## config.mk

```make
export PLATFORM = sky130hd
export DESIGN_NAME = fetch_unit
export DESIGN_NICKNAME = d
export VERILOG_FILES = /design/src/rtl/fetch_unit.sv
export SDC_FILE = /design/constraint.sdc
export NUM_CORES = 1
export LEC_CHECK = 0
export ABC_AREA = 1
export CAP_MARGIN = 30
export CORE_AREA = 2 2 171 173
export DETAILED_ROUTE_END_ITERATION = 10
export DIE_AREA = 0 0 173 175
export PLACE_DENSITY = 0.64
export SYNTH_ARGS = -nofsm -noshare
export SYNTH_HDL_FRONTEND = slang
export SYNTH_SLANG_ARGS = --single-unit
```

## constraint.sdc

```tcl
create_clock -name clk1 -period 5.05 [get_ports clk1]
set_input_delay 0.7575 -clock clk1 [delete_from_list [all_inputs] [get_ports clk1]]
set_output_delay 0.7575 -clock clk1 [all_outputs]
set_load 0.03 [all_outputs]
```

## src/rtl/fetch_unit.sv

```systemverilog
// Instruction fetch stage: owns the fetch PC, issues word reads to
// instruction memory over a req/ack handshake, buffers returned words with
// their PCs in a small circular prefetch queue, and presents the queue head
// to the decoder over valid/ready.  A branch flushes the queue and
// redirects the PC; a request already in flight at that moment is drained
// through the DROP state so its late data never reaches the queue.
module fetch_unit #(
  parameter logic [31:0] RESET_PC = 32'h0000_0000,
  parameter int          QDEPTH   = 2
) (
  input  logic        clk1,
  input  logic        rst_n,
  output logic        mem_req,
  output logic [31:0] mem_addr,
  input  logic        mem_ack,
  input  logic [31:0] mem_rdata,
  input  logic        branch_valid,
  input  logic [31:0] branch_target,
  output logic        instr_valid,
  output logic [31:0] instruction,
  output logic [31:0] instr_pc,
  input  logic        instr_ready
);

  localparam int PTR_W = $clog2(QDEPTH);
  localparam int CNT_W = PTR_W + 1;
  localparam logic [CNT_W-1:0] DEPTH_C = CNT_W'(QDEPTH);
  localparam logic [CNT_W-1:0] CNT_ONE = CNT_W'(1);
  localparam logic [PTR_W-1:0] PTR_ONE = PTR_W'(1);

  typedef enum logic [1:0] {
    ST_IDLE = 2'd0,
    ST_WAIT = 2'd1,
    ST_DROP = 2'd2
  } state_e;

  state_e            state_q, state_d;
  logic [31:0]       pc_q, pc_d;
  logic [31:0]       pc_seq_s;
  logic              mem_req_q, mem_req_d;
  logic [31:0]       mem_addr_q, mem_addr_d;

  logic [31:0]       qinstr_q [QDEPTH];
  logic [31:0]       qinstr_d [QDEPTH];
  logic [31:0]       qpc_q    [QDEPTH];
  logic [31:0]       qpc_d    [QDEPTH];
  logic [PTR_W-1:0]  rd_ptr_q, rd_ptr_d;
  logic [PTR_W-1:0]  wr_ptr_q, wr_ptr_d;
  logic [CNT_W-1:0]  count_q, count_d;

  logic              instr_valid_q, instr_valid_d;
  logic [31:0]       instruction_q, instruction_d;
  logic [31:0]       instr_pc_q, instr_pc_d;

  logic              push_s;
  logic              pop_s;

  // A branch wins over both queue operations in the same cycle.
  assign push_s = (state_q == ST_WAIT) && mem_ack && !branch_valid;
  assign pop_s  = instr_valid_q && instr_ready && !branch_valid;

  // Prefetch queue update: flush on branch, otherwise push returned word and/or pop head.
  always_comb begin
    qinstr_d = qinstr_q;
    qpc_d    = qpc_q;
    rd_ptr_d = rd_ptr_q;
    wr_ptr_d = wr_ptr_q;
    count_d  = count_q;
    if (branch_valid) begin
      rd_ptr_d = {PTR_W{1'b0}};
      wr_ptr_d = {PTR_W{1'b0}};
      count_d  = {CNT_W{1'b0}};
    end else begin
      if (push_s) begin
        qinstr_d[wr_ptr_q] = mem_rdata;
        qpc_d[wr_ptr_q]    = mem_addr_q;
        wr_ptr_d           = wr_ptr_q + PTR_ONE;
      end else begin
        wr_ptr_d = wr_ptr_q;
      end
      if (pop_s) begin
        rd_ptr_d = rd_ptr_q + PTR_ONE;
      end else begin
        rd_ptr_d = rd_ptr_q;
      end
      case ({push_s, pop_s})
        2'b10:   count_d = count_q + CNT_ONE;
        2'b01:   count_d = count_q - CNT_ONE;
        default: count_d = count_q;
      endcase
    end
  end

  // Request FSM: issue only with a queue slot reserved, keep back-to-back
  // requests while room remains, and drain an in-flight request after a branch.
  always_comb begin
    state_d    = state_q;
    pc_seq_s   = pc_q;
    mem_addr_d = mem_addr_q;
    case (state_q)
      ST_IDLE: begin
        if (!branch_valid && (count_q < DEPTH_C)) begin
          state_d    = ST_WAIT;
          mem_addr_d = pc_q;
        end else begin
          state_d = ST_IDLE;
        end
      end
      ST_WAIT: begin
        if (branch_valid) begin
          if (mem_ack) begin
            state_d = ST_IDLE;
          end else begin
            state_d = ST_DROP;
          end
        end else if (mem_ack) begin
          pc_seq_s = pc_q + 32'd4;
          if (count_d < DEPTH_C) begin
            state_d    = ST_WAIT;
            mem_addr_d = pc_q + 32'd4;
          end else begin
            state_d = ST_IDLE;
          end
        end else begin
          state_d = ST_WAIT;
        end
      end
      ST_DROP: begin
        if (mem_ack) begin
          state_d = ST_IDLE;
        end else begin
          state_d = ST_DROP;
        end
      end
      default: begin
        state_d = ST_IDLE;
      end
    endcase
    if (branch_valid) begin
      pc_d = branch_target & 32'hFFFF_FFFC;
    end else begin
      pc_d = pc_seq_s;
    end
    mem_req_d = (state_d == ST_WAIT);
  end

  // Decoder-facing outputs are registered copies of the next queue head.
  always_comb begin
    instr_valid_d = (count_d != {CNT_W{1'b0}});
    instruction_d = qinstr_d[rd_ptr_d];
    instr_pc_d    = qpc_d[rd_ptr_d];
  end

  // State, queue storage and output registers.
  always_ff @(posedge clk1 or negedge rst_n) begin
    if (!rst_n) begin
      state_q       <= ST_IDLE;
      pc_q          <= RESET_PC;
      mem_req_q     <= 1'b0;
      mem_addr_q    <= RESET_PC;
      rd_ptr_q      <= {PTR_W{1'b0}};
      wr_ptr_q      <= {PTR_W{1'b0}};
      count_q       <= {CNT_W{1'b0}};
      instr_valid_q <= 1'b0;
      instruction_q <= 32'h0000_0000;
      instr_pc_q    <= 32'h0000_0000;
      for (int i = 0; i < QDEPTH; i++) begin
        qinstr_q[i] <= 32'h0000_0000;
        qpc_q[i]    <= 32'h0000_0000;
      end
    end else begin
      state_q       <= state_d;
      pc_q          <= pc_d;
      mem_req_q     <= mem_req_d;
      mem_addr_q    <= mem_addr_d;
      rd_ptr_q      <= rd_ptr_d;
      wr_ptr_q      <= wr_ptr_d;
      count_q       <= count_d;
      instr_valid_q <= instr_valid_d;
      instruction_q <= instruction_d;
      instr_pc_q    <= instr_pc_d;
      for (int i = 0; i < QDEPTH; i++) begin
        qinstr_q[i] <= qinstr_d[i];
        qpc_q[i]    <= qpc_d[i];
      end
    end
  end

  assign mem_req     = mem_req_q;
  assign mem_addr    = mem_addr_q;
  assign instr_valid = instr_valid_q;
  assign instruction = instruction_q;
  assign instr_pc    = instr_pc_q;

endmodule
```

==> results.md <==
* First-pass GRT wire length at 44.6 mm
* Diodes inserted at 0
* Max Freq at 315 MHz
* # Max-Cap Violations at 0
* Clock slew at reported path FFs at 0.07 ns
* Number of synthesized register bits at 260
* Worst clock skew at 0.0161 ns
* Synth cell types at 29
* Peak VDD IR at 0.270 mV
* Syn Inst Count at 1,334
* Tot GR Track Use at 0.179
* Drt via density at 4.70
* Area share of the largest cell type after synthesis at 0.582
* CP max FO at 29
* Root Buffer: clkbuf_16
* Post-CTS setup buffers at 0
* Reg2reg end: mem_addr[25]$_DFFE_PN0P_
* Synth warn at 0
* Port buffer count at 162
* Core area at 28,400 um2
* Clock sink count at 260
* Die Ht at 175 um
* Share of layout cells above drive strength 1 at 0.0542
* Crit Path Class: register to register
* Die width at 173 um
* Power Density at 593 nW/um2
* Layout Cells excl Fill at 1,879
* Max stage delay cell, worst path: nand2_1
* DRT antenna net count at 0
* Most common cell after layout, fill and taps aside: nand2_1
* Placed Cells at 1,830
* DPL Wire Length at 18.0 mm
* Final Total Pwr at 0.00826 W
* Synthesized area at 11,200 um2
* WL/cell at 14.4 um
* Total wire length at 27.0 mm
* Commonest non-fill, non-tap cells in the layout: nand2_1, dfrtp_1, clkdlybuf4s50_1, o21ai_1, inv_1
* CTS tree: done
* PostCTS Resize Cnt at 0
* Hold_buf cts at 0
* Slowest stage delay, CP at 0.46 ns
* # setup viols final at 0
* CP endpoint kind: register
* Synth area leaders: dfrtp_1, nand2_1, o21ai_1, inv_1, nor2_1
* Layout area overhead at 24.8%
* Detailed-router iteration count before antenna repair at 5
* Dpl ws at 1.32 ns
* H-tree depth at 1
* Detailed Route Iter0 Violations at 807
* Global route overflow at 0
* DRC viols at 0
* Initial antenna violation count at 0
* Final worst setup slack at 1.88 ns
* Final period util at 0.628
* Worst-path cell chain: nor2_4 -> buf_4 -> nand3_4 -> ha_1 -> inv_1 -> nand3_1 -> nand2_1 -> nand3_1 -> nand2_1 -> nand2_1 -> nand2_1 -> inv_1 -> nand2_1 -> nand2_1
* RSZ-0062 raised after global routing: false
* Final Hold Viols at 0
* Die area at 30,300 um2
* Final Max Slew Viols at 0
* Final GP Congestion at 0.894
* Row cnt at 62
* Startpoint types: register
* Status: finished, final reports clean
* Crit path DAT at 3.58 ns
* Later-pin clock latency in the skew report at 0.54 ns
* Nets at 1,547
* DR vias at 8,825
* Post-layout minimum cycle time at 3.17 ns
* I/O pin count at 167
* Post-Syn Area per Cell at 8.38 um2
* Seq/Total Area, Yosys at 0.582
* Required time worst endpoint at 5.46 ns
* Most common cell on crit path: nand2_1
* Setup TNS at 0 ns
* Largest net degree at the start of global routing at 113
* Static Leak at 6.83 nW
* Hold crit path type: input pin to asynchronous set/reset pin
* Vias in the first global route at 8,641
* Maximum clock path buffer count at 3
* Worst reg-to-reg setup slack at 1.88 ns
* FF-to-FF path depth at 14
* WHS at 0.232 ns
* Initial core utilization at 0.394
* Area leader, netlist: dfrtp_1
* TritonCTS Buffers at 28
* Slew @ Worst Pin at 0.835 ns
* Worst rel slew slack at 0.442
* R2R Path Start: state_q[1]$_DFF_PN0_
-- metrics by stage --
step / instance area [um2] / utilization
final: 13900 / 0.491
after global routing: 13900 / 0.491
after CTS: 13900 / 0.491
after detailed placement: 13100 / 0.460
after global placement: 13000 / 0.459
after floorplan: 11200 / -
-- layer usage --
| metal | track usage | vias to the layer above | part of all wire |
|---|---|---|---|
| met2 | 0.287 | 223 | 0.45 |
| li1 | - | 4426 | - |
| met4 | 0.0519 | 0 | 0.024 |
| met1 | 0.253 | 4126 | 0.47 |
| met5 | 0 | - | 0 |
| met3 | 0.0285 | 50 | 0.053 |
-- state kept, by name, summed over array words and instances, names as in the netlist, 2 cells and up --
name         cells
count_q          2
instr_pc        32
instruction     32
mem_addr        30
pc_q            30
qinstr_q        64
qpc_q           64
state_q          2
-- report_power, final --
part / internal, W / switching, W / total [W]
clock network: 0.00117 / 0.000802 / 0.00197
registers: 0.00291 / 0.000384 / 0.00329
logic: 0.00112 / 0.00188 / 0.00300
total: 0.00519 / 0.00307 / 0.00826
-- cell usage after synthesis, drive strengths merged --
cell type	count
clkbuf	18
or2	1
inv	109
nand2	618
conb	1
o21ai	148
nand3	34
buf	44
ha	2
o211ai	20
a21oi	4
xnor2	4
nand4	2
mux2i	6
nor2	55
xor2	8
dfrtp	260
-- how the worst max path moves through the flow --
stage | start | end | slack, ns | cells after the start
after floorplan | branch_valid | mem_addr[2]$_DFFE_PN0P_ | 2.57 | 13
after global placement | mem_ack | mem_addr[12]$_DFFE_PN0P_ | 1.38 | 13
after detailed placement | mem_ack | mem_addr[12]$_DFFE_PN0P_ | 1.32 | 13
after CTS | state_q[1]$_DFF_PN0_ | mem_addr[12]$_DFFE_PN0P_ | 1.82 | 14
after global routing | state_q[1]$_DFF_PN0_ | mem_addr[25]$_DFFE_PN0P_ | 1.43 | 14
final | state_q[1]$_DFF_PN0_ | mem_addr[25]$_DFFE_PN0P_ | 1.88 | 14
-- area by class of cell --
cell class                      count  area [um2]
Clock inverter                      7        60.1
Clock buffer                       42         825
Inverter                          109         417
Fill cell                        2774       14500
Timing Repair Buffer              173        1740
Sequential cell                   260        6510
Tap cell                          384         480
Multi-Input combinational cell    904        3910
-- worst max-delay path, delay by kind of cell, from the launching register on --
kind,cells,cell delay [ns]
adders and majority gates,1,0.32
buffers and inverters,3,0.91
DFF,1,0.42
and+or+nand+nor,10,1.37
-- cells by family after synthesis --
logic type,share of synthesized area
AND/OR/NAND/NOR,0.246
flip-flops,0.582
adder cells (fa/ha/maj),0.00224
other,0.000336
buffers and inverters,0.0686
AO/OA/AOI/OAI,0.0856
multiplexers,0.00538
XOR/XNOR,0.00941
No activity file was read; power rests on OpenSTA's default activity.
